`src/rtl/uart_pkg.sv`:
```
// Shared definitions for the UART receive path: FSM states and default sizing.
package uart_pkg;

  localparam int unsigned OVS_DEFAULT        = 16;
  localparam int unsigned FIFO_DEPTH_DEFAULT = 4;
  localparam int unsigned DATA_W             = 8;

  typedef enum logic [2:0] {
    IDLE      = 3'd0,
    START     = 3'd1,
    DATA      = 3'd2,
    STOP      = 3'd3,
    WAIT_IDLE = 3'd4
  } rx_state_e;

endpackage

```
`src/rtl/uart_rx_fifo.sv`:
```
// Receive FIFO: power-of-two depth, extra pointer bit distinguishes full from empty.
module uart_rx_fifo #(
  parameter int unsigned DEPTH = 4,
  parameter int unsigned WIDTH = 8
) (
  input  logic             clock,
  input  logic             reset,
  input  logic             push_i,
  input  logic [WIDTH-1:0] push_data_i,
  input  logic             pop_i,
  output logic             full_c,
  output logic             empty_c,
  output logic [WIDTH-1:0] head_c
);

  localparam int unsigned AW = $clog2(DEPTH);
  localparam int unsigned PW = AW + 1;

  logic [PW-1:0]    wr_ptr_q, wr_ptr_d;
  logic [PW-1:0]    rd_ptr_q, rd_ptr_d;
  logic [WIDTH-1:0] mem_q [DEPTH];
  logic [WIDTH-1:0] mem_d [DEPTH];
  logic             do_push;
  logic             do_pop;

  assign empty_c = (wr_ptr_q == rd_ptr_q);
  assign full_c  = (wr_ptr_q[AW] != rd_ptr_q[AW]) &&
                   (wr_ptr_q[AW-1:0] == rd_ptr_q[AW-1:0]);
  assign head_c  = mem_q[rd_ptr_q[AW-1:0]];

  // A pop frees a slot in the same cycle, so a full FIFO can still accept a push.
  assign do_pop  = pop_i && !empty_c;
  assign do_push = push_i && (!full_c || do_pop);

  always_comb begin
    mem_d    = mem_q;
    wr_ptr_d = wr_ptr_q;
    rd_ptr_d = rd_ptr_q;
    if (do_push) begin
      mem_d[wr_ptr_q[AW-1:0]] = push_data_i;
      wr_ptr_d                = wr_ptr_q + PW'(1);
    end
    if (do_pop) begin
      rd_ptr_d = rd_ptr_q + PW'(1);
    end
  end

  always_ff @(posedge clock) begin
    if (reset) begin
      wr_ptr_q <= '0;
      rd_ptr_q <= '0;
      for (int i = 0; i < int'(DEPTH); i++) begin
        mem_q[i] <= '0;
      end
    end else begin
      wr_ptr_q <= wr_ptr_d;
      rd_ptr_q <= rd_ptr_d;
      mem_q    <= mem_d;
    end
  end

endmodule

```
`src/rtl/uart_rx_ctrl.sv`:
```
// 8N1 UART receiver: synchronizer, oversampling tick, frame FSM, receive FIFO, sticky flags.
module uart_rx_ctrl
  import uart_pkg::*;
#(
  parameter int unsigned OVS        = OVS_DEFAULT,
  parameter int unsigned FIFO_DEPTH = FIFO_DEPTH_DEFAULT
) (
  input  logic        clock,
  input  logic        reset,
  input  logic        io_i_en,
  input  logic [15:0] io_i_div,
  input  logic        io_i_rx,
  output logic        io_o_valid,
  output logic [7:0]  io_o_data,
  input  logic        io_i_ready,
  output logic        io_o_ferr,
  output logic        io_o_ovf,
  input  logic        io_i_clr
);

  localparam int unsigned SW = $clog2(OVS);
  localparam int unsigned BW = $clog2(DATA_W);

  rx_state_e         state_q, state_d;
  logic              rx_meta_q, rx_meta_d;
  logic              rx_sync_q, rx_sync_d;
  logic [15:0]       tick_cnt_q, tick_cnt_d;
  logic [SW-1:0]     samp_cnt_q, samp_cnt_d;
  logic [BW-1:0]     bit_cnt_q, bit_cnt_d;
  logic [DATA_W-1:0] shift_q, shift_d;
  logic              ferr_q, ferr_d;
  logic              ovf_q, ovf_d;

  logic              tick;
  logic              push;
  logic              pop;
  logic              ferr_set;
  logic              ovf_set;
  logic              fifo_full;
  logic              fifo_empty;
  logic [DATA_W-1:0] fifo_head;

  assign tick      = (tick_cnt_q == io_i_div);
  assign rx_meta_d = io_i_rx;
  assign rx_sync_d = rx_meta_q;

  always_comb begin
    state_d    = state_q;
    tick_cnt_d = tick ? '0 : tick_cnt_q + 16'(1);
    samp_cnt_d = tick ? samp_cnt_q + SW'(1) : samp_cnt_q;
    bit_cnt_d  = bit_cnt_q;
    shift_d    = shift_q;
    push       = 1'b0;
    ferr_set   = 1'b0;

    unique case (state_q)
      IDLE: begin
        tick_cnt_d = '0;
        samp_cnt_d = '0;
        bit_cnt_d  = '0;
        if (!rx_sync_q) state_d = START;
      end
      // Mid-start-bit check rejects glitches shorter than half a bit.
      START: begin
        if (tick && samp_cnt_q == SW'(OVS / 2 - 1)) begin
          samp_cnt_d = '0;
          state_d    = rx_sync_q ? IDLE : DATA;
        end
      end
      DATA: begin
        if (tick && samp_cnt_q == SW'(OVS - 1)) begin
          shift_d   = {rx_sync_q, shift_q[DATA_W-1:1]};
          bit_cnt_d = bit_cnt_q + BW'(1);
          if (bit_cnt_q == BW'(DATA_W - 1)) state_d = STOP;
        end
      end
      STOP: begin
        if (tick && samp_cnt_q == SW'(OVS - 1)) begin
          if (rx_sync_q) begin
            push    = 1'b1;
            state_d = IDLE;
          end else begin
            ferr_set = 1'b1;
            state_d  = WAIT_IDLE;
          end
        end
      end
      WAIT_IDLE: begin
        if (rx_sync_q) state_d = IDLE;
      end
      default: state_d = IDLE;
    endcase

    // Disabling abandons the frame in progress without touching the FIFO.
    if (!io_i_en) begin
      state_d   = IDLE;
      bit_cnt_d = '0;
      push      = 1'b0;
      ferr_set  = 1'b0;
    end
  end

  assign pop     = !fifo_empty && io_i_ready;
  assign ovf_set = push && fifo_full && !pop;

  always_comb begin
    ferr_d = ferr_q;
    ovf_d  = ovf_q;
    if (io_i_clr) begin
      ferr_d = 1'b0;
      ovf_d  = 1'b0;
    end
    if (ferr_set) ferr_d = 1'b1;
    if (ovf_set)  ovf_d  = 1'b1;
  end

  always_ff @(posedge clock) begin
    if (reset) begin
      state_q    <= IDLE;
      rx_meta_q  <= 1'b1;
      rx_sync_q  <= 1'b1;
      tick_cnt_q <= '0;
      samp_cnt_q <= '0;
      bit_cnt_q  <= '0;
      shift_q    <= '0;
      ferr_q     <= 1'b0;
      ovf_q      <= 1'b0;
    end else begin
      state_q    <= state_d;
      rx_meta_q  <= rx_meta_d;
      rx_sync_q  <= rx_sync_d;
      tick_cnt_q <= tick_cnt_d;
      samp_cnt_q <= samp_cnt_d;
      bit_cnt_q  <= bit_cnt_d;
      shift_q    <= shift_d;
      ferr_q     <= ferr_d;
      ovf_q      <= ovf_d;
    end
  end

  uart_rx_fifo #(
    .DEPTH (FIFO_DEPTH),
    .WIDTH (DATA_W)
  ) u_fifo (
    .clock       (clock),
    .reset       (reset),
    .push_i      (push),
    .push_data_i (shift_q),
    .pop_i       (pop),
    .full_c      (fifo_full),
    .empty_c     (fifo_empty),
    .head_c      (fifo_head)
  );

  assign io_o_valid = !fifo_empty;
  assign io_o_data  = fifo_head;
  assign io_o_ferr  = ferr_q;
  assign io_o_ovf   = ovf_q;

endmodule
```
`config.mk`:
```
export PLATFORM = sky130hd
export DESIGN_NAME = uart_rx_ctrl
export DESIGN_NICKNAME = d
export VERILOG_FILES = /design/src/rtl/uart_pkg.sv /design/src/rtl/uart_rx_fifo.sv /design/src/rtl/uart_rx_ctrl.sv
export SDC_FILE = /design/constraint.sdc
export NUM_CORES = 1
export LEC_CHECK = 0
export ABC_AREA = 1
export CAP_MARGIN = 30
export CORE_UTILIZATION = 45
export CTS_CLUSTER_DIAMETER = 60
export DETAILED_ROUTE_END_ITERATION = 6
export DONT_BUFFER_PORTS = 1
export PLACE_DENSITY = 0.71
export SETUP_SLACK_MARGIN = 0.3
export SYNTH_ARGS = -nofsm -noshare
export SYNTH_HDL_FRONTEND = slang
export SYNTH_SLANG_ARGS = --single-unit
```
`constraint.sdc`:
```
create_clock -name clock -period 2.3 [get_ports clock]
set_clock_uncertainty 0.1 [all_clocks]
set_input_delay 0.23 -clock clock [delete_from_list [all_inputs] [get_ports clock]]
set_output_delay 0.23 -clock clock [all_outputs]
set_load 0.05 [all_outputs]
```
Yosys cells after proc, flatten, opt, wreduce, memory -nomap -nowiden
Cells that the tools add are included.
- flip-flop bits (word level): 76
- bits in latches: 0
- bits in writable memories: 0
- ROM bits: 0
- input bits: 22
- output and inout port bits: 11
- logic and storage cells: 96
- memories: 0
- add/sub/neg operators: 5
- $mul: 0
- div/mod/pow operators: 0
- $lt $le $gt $ge: 3
- equal/unequal tests: 17
- shift operators: 0
- mux-type cells: 31
- bitwise logic cells: 3
- reduce and logical (&&, ||, !) cells: 22
- operators with widths (operator ; number):
    bitwise mux 32 bit ; 1
    two-way mux 3 bit ; 8
    two-way mux 8 bit ; 3
    adder 16 x 1 -> 16 bit, second input constant ; 1
    binary-select mux 8 bit (select 2 bit) ; 1
    demux 8 bit (select 2 bit) ; 1
    equality test 16 bit ; 1
    case mux 3 bit (5 select lines) ; 1
    inequality test 2 bit, second input constant ; 6
    two-way mux 1 bit ; 11
    adder 3 x 1 -> 3 bit, second input constant ; 3
    logical AND 1 bit ; 9
    two-way mux 4 bit ; 2
    case mux 4 bit (2 select lines) ; 1
    equality test 3 x 2 -> 1 bit, second input constant ; 2
    equality test 3 bit, second input constant ; 2
    greater-or-equal comparator 3 bit, second input constant ; 2
    NOT 2 -> 3 bit ; 2
    case mux 3 bit (2 select lines) ; 1
    AND reduction 6 bit ; 1
    nonzero test 2 bit ; 3
    adder 4 x 1 -> 4 bit, second input constant ; 1
    equality test 4 x 3 -> 1 bit, second input constant ; 1
    equality test 4 bit, second input constant ; 1
    other kinds (13) ; 16

Depth between registers and ports, before layout
- depth in word-level cells: 8
- mapped depth: 13
- depth with buffers taken out: 13

Hierarchy
A second synthesis with hierarchy kept.
- cell total of the unflattened synthesis: 666
- area, all modules: 4302.9 um^2
- modules (own cells, without submodules) (module ; instances ; cells an instance ; area an instance (um^2) ; seq. area each (um^2)):
    uart_rx_fifo ; 1 ; 354 ; 2265.9 ; 760.7
    uart_rx_ctrl ; 1 ; 312 ; 2037.0 ; 760.7

Worst setup path after synthesis
OpenSTA, ideal clock, no wires.
- path type: register to output
- start point: register u_fifo.rd_ptr_q[0]
- end point: output io_o_data[5]
- data arrival time: 1.772 ns
- required time: 1.970 ns
- path slack: 0.198 ns
- cell stages (with the launch flop): 7
- buffers on the path: 2
- cells stage by stage: dfxtp_1 -> buf_2 -> inv_1 -> clkbuf_1 -> o21ai_0 -> a21oi_1 -> a21oi_1
- cells in the longest elaborated chain, start to end: 4
- RTL lines (element ; RTL line ; source):
    start, declared ; uart_rx_fifo.sv:20 ; logic [PW-1:0] rd_ptr_q, rd_ptr_d;
    start signal, assigned ; uart_rx_fifo.sv:57 ; rd_ptr_q <= rd_ptr_d;
    NOT 2 -> 3 bit (not written as such) ; uart_rx_fifo.sv:29 ; assign head_c = mem_q[rd_ptr_q[AW-1:0]];
    binary-select mux 8 bit (select 2 bit) ; uart_rx_fifo.sv:29 ;
    two-way mux 8 bit (not written as such) (2 in a row) ; uart_rx_fifo.sv:29 ;
    end, declared ; uart_rx_ctrl.sv:14 ; output logic [7:0] io_o_data,
No other way between the ends. The select of a mux whose other input is x is not followed.

Worst setup path after layout
- start point: register tick_cnt_q[1]
- end point: register u_fifo.mem_q[29] (netlist bit)
- cells in the longest elaborated chain, start to end: 6
- RTL lines (element ; RTL line ; source):
    start, declared ; uart_rx_ctrl.sv:27 ; logic [15:0] tick_cnt_q, tick_cnt_d;
    start signal, assigned ; uart_rx_ctrl.sv:132 ; tick_cnt_q <= tick_cnt_d;
    equality test 16 bit ; uart_rx_ctrl.sv:43 ; assign tick = (tick_cnt_q == io_i_div);
    logical AND 1 bit ; uart_rx_ctrl.sv:78 ; if (tick && samp_cnt_q == SW'(OVS - 1)) begin
    two-way mux 1 bit ; uart_rx_ctrl.sv:78 ;
    two-way mux 1 bit ; uart_rx_ctrl.sv:56 ; unique case (state_q)
    two-way mux 1 bit ; uart_rx_ctrl.sv:95 ; if (!io_i_en) begin
    logical AND 1 bit ; uart_rx_fifo.sv:33 ; assign do_push = push_i && (!full_c || do_pop);
    end signal, assigned ; uart_rx_fifo.sv:58 ; mem_q <= mem_d;
    end, declared ; uart_rx_fifo.sv:21 ; logic [WIDTH-1:0] mem_q [DEPTH];
No other way between the ends.
A chain may end at the register's enable or synchronous reset.

==> results.sh <==
export IMPL_status="finished clean"
export IMPL_cpPeakStageDelay_ns=0.37
export IMPL_syn_area_per_cell_sq_um=6.452
export IMPL_hpwl_mm=6.567
export IMPL_synth_commonest_cells="151 x nand2_1, 125 x inv_1, 86 x nor2_1"
export IMPL_gp_congestion=0.8848
export IMPL_cp_required_ns=2.49
export IMPL_start_util_pct=46.89
export IMPL_hold_path_class="input port to flop"
export IMPL_hold_ws_ns=0.1390
export IMPL_n_antenna_cell=0
export IMPL_cp_buffers_inverters=3
export IMPL_drc_errors=0
export IMPL_path_max_fanout=8
export IMPL_fmax_mhz=503.6
export IMPL_clock_sinks=76
export IMPL_synth_area_leaders="dfxtp_1 37%, nand2_1 14%, inv_1 11%"
export IMPL_setup_worst_path_end_class="flop"
export IMPL_clk_pin_slew_ns=0.08
export IMPL_slew_headroom_pct=64.49
export IMPL_design_die_area_sq_um=9563
export IMPL_grt_ovfl_total=0
export IMPL_core_area_sq_um=8806
export IMPL_htreeDepth=3
export IMPL_p_leak_nw=2.292
export IMPL_grt_use_total_pct=21.36
export IMPL_synthCells=640
export IMPL_wire_per_inst_microns=12.97
export IMPL_cts_buffers=9
export IMPL_grt_pass1_vias=3801
export IMPL_arrival_ns=2.17
export IMPL_cap_violations=0
export IMPL_ant_nets=0
export IMPL_synth_edf_count=0
export IMPL_crit_path_cell_trace="nor2_2 > nor2_2 > nor2_1 > nand2_2 > nor2_4 > nand3_4 > nor3_4 > buf_12 > buf_12 > nand3_4 > nand2_1 > inv_1 > nor2_1"
export IMPL_fp_dieH_microns=97.79
export IMPL_maxSlewViolCount=0
export IMPL_ioPinCount=33
export IMPL_drive_gt1_share_pct=23.12
export IMPL_period_share_pct=86.33
export IMPL_cts_tree="done"
export IMPL_power_density_nw_per_um2=566.4
export IMPL_wirelength_mm=10.37
export IMPL_synth_top_area_share_pct=36.85
export IMPL_grt_pass1_wl_mm=16.72
export IMPL_yosysMostFrequentCell="nand2_1"
export IMPL_crit_path_start_kind="flop"
export IMPL_nNetsFinal=718
export IMPL_worst_pin_slew_ns=0.5326
export IMPL_rows=34
export IMPL_avgViaCountPerCell=5.105
export IMPL_antenna_found_initial=0
export IMPL_syn2layout_area_growth_pct=25.94
export IMPL_crit_type="flop to flop"
export IMPL_synth_distinct_cells=27
export IMPL_peakVddDrop_uv=368.1
export IMPL_cp_slowest_cell="dfxtp_4"
export IMPL_syn_cell_area_sq_um=4129
export IMPL_fp_dieW_microns=97.79
export IMPL_vias=4084
export IMPL_io_buffers=0
export IMPL_layout_min_cycle_time_ns=1.986
export IMPL_async_flop_share_pct=0
export IMPL_place_area_sq_um=4350
export IMPL_fin_setup_tns_ns=0
export IMPL_cp_top_family="simple AND/OR/NAND/NOR gates"
export IMPL_ys_ff_latch=76
export IMPL_grt_max_degree=30
export IMPL_drt_iter0_markers=265
export IMPL_syn_num_nets=671
export IMPL_root_buffer="clkbuf_8"
export IMPL_dr_pass1_iters=5
export IMPL_synth_yosys_seq_area_share_pct=36.85
export IMPL_rsz0062_at_grt="true"
export IMPL_yosysWarnings=0
export IMPL_cts_max_path_buffers=2
export IMPL_stdcell_area_sq_um=5200
export IMPL_synth_top_flop_cell="dfxtp_1"
export IMPL_setup_viol=0
export IMPL_clock_latency_ns=0.35
export IMPL_yosys_area_top_type="dfxtp_1"
export IMPL_hold_viol=0
[layout make-up]
type | count | area, sq um
tap | 108 | 135.1
fill | 807 | 3606
timing repair buffer | 57 | 558.0
inverter | 128 | 489.2
sequential | 76 | 1560
clock inverter | 5 | 83.83
multi-input combinational | 414 | 2225
timing repair inverter | 1 | 7.507
clock buffer | 11 | 141.4
[flip-flops by register name, indices dropped and copies added (netlist names)]
name,flops
u_fifo.mem_q,32
tick_cnt_q,16
shift_q,8
samp_cnt_q,4
bit_cnt_q,3
state_q,3
u_fifo.rd_ptr_q,3
u_fifo.wr_ptr_q,3
io_o_ferr,1
io_o_ovf,1
rx_meta_q,1
rx_sync_q,1
[report_power, final]
part	total, mW	switching [mW]	internal (mW)
clock	1.17	0.522	0.645
combinational	0.441	0.294	0.147
sequential	1.34	0.0137	1.32
[path summary, 6_finish.rpt]
| path | start | endpoint | slack (ns) | cells past startpoint |
|---|---|---|---|---|
| max | tick_cnt_q[1]$_SDFF_PP0_ | u_fifo.mem_q[29]$_SDFFE_PP0P_ | 0.31 | 13 |
| min | reset | u_fifo.wr_ptr_q[0]$_SDFFE_PP0P_ | 0.14 | 3 |
| max reg2reg | tick_cnt_q[1]$_SDFF_PP0_ | u_fifo.mem_q[29]$_SDFFE_PP0P_ | 0.31 | 13 |
| min reg2reg | rx_meta_q$_SDFF_PP1_ | rx_sync_q$_SDFF_PP1_ | 0.32 | 1 |
[tightest hold or removal path: cells and delay by family]
kind | cells | cell delay, ns
buffers and inverters | 1 | 0.16
AND/OR/NAND/NOR | 2 | 0.15
[cells in the final DEF (no fill, tap or decap), types with 4 or more instances in the layout]
| cell | instances |
|---|---|
| buf_4 | 40 |
| dfxtp_2 | 10 |
| dfxtp_1 | 59 |
| a21oi_2 | 9 |
| a21oi_1 | 42 |
| nand2_2 | 20 |
| dfxtp_4 | 7 |
| nand4_1 | 35 |
| buf_6 | 4 |
| inv_2 | 11 |
| nor2_2 | 10 |
| nor3_1 | 8 |
| nand2_1 | 129 |
| inv_1 | 114 |
| buf_12 | 4 |
| nand3_4 | 6 |
| nand3_1 | 18 |
| dlygate4sd3_1 | 5 |
| clkbuf_8 | 10 |
| ha_1 | 9 |
| o21ai_0 | 18 |
| nor2_1 | 75 |
| xor2_1 | 6 |
| clkinvlp_4 | 4 |
[logic make-up after synthesis]
logic type	after synthesis	share of synthesized area [%]
AO/OA/AOI/OAI	78	9.758
XOR/XNOR	8	1.697
adder cells (fa/ha/maj)	9	2.727
flip-flops	76	36.85
AND/OR/NAND/NOR	318	34.39
buffers and inverters	151	14.58
[per-stage QoR]
stage               total power [mW]  std cells  util [%]  setup WS, ns
floorplan                      1.652        640         -        0.5000
global placement               1.745        747     49.40        0.1506
detailed placement             1.751        747     49.40       0.06186
CTS                            2.938        783     55.09        0.3002
global route                   3.057        800     59.05        0.1725
finish                         2.945        800     59.05        0.3144
[metal layers]
metal	vias to the layer above	GRT usage, %	wire length (microns)
met5	-	0	0
met4	0	7.110	114
met1	1868	28.16	4579
li1	2093	-	-
met2	111	36.33	5128
met3	12	2.649	552
[timing repair]
item                       in CTS  in global routing
setup buffers                  13                 14
setup endpoints to repair      56                 62
cloned                          2                  3
gates resized for setup        33                 65
hold buffers                    5                  0
hold endpoints to repair        8                  0
pin swaps                       9                 33
No activity file was read; power rests on OpenSTA's default activity.
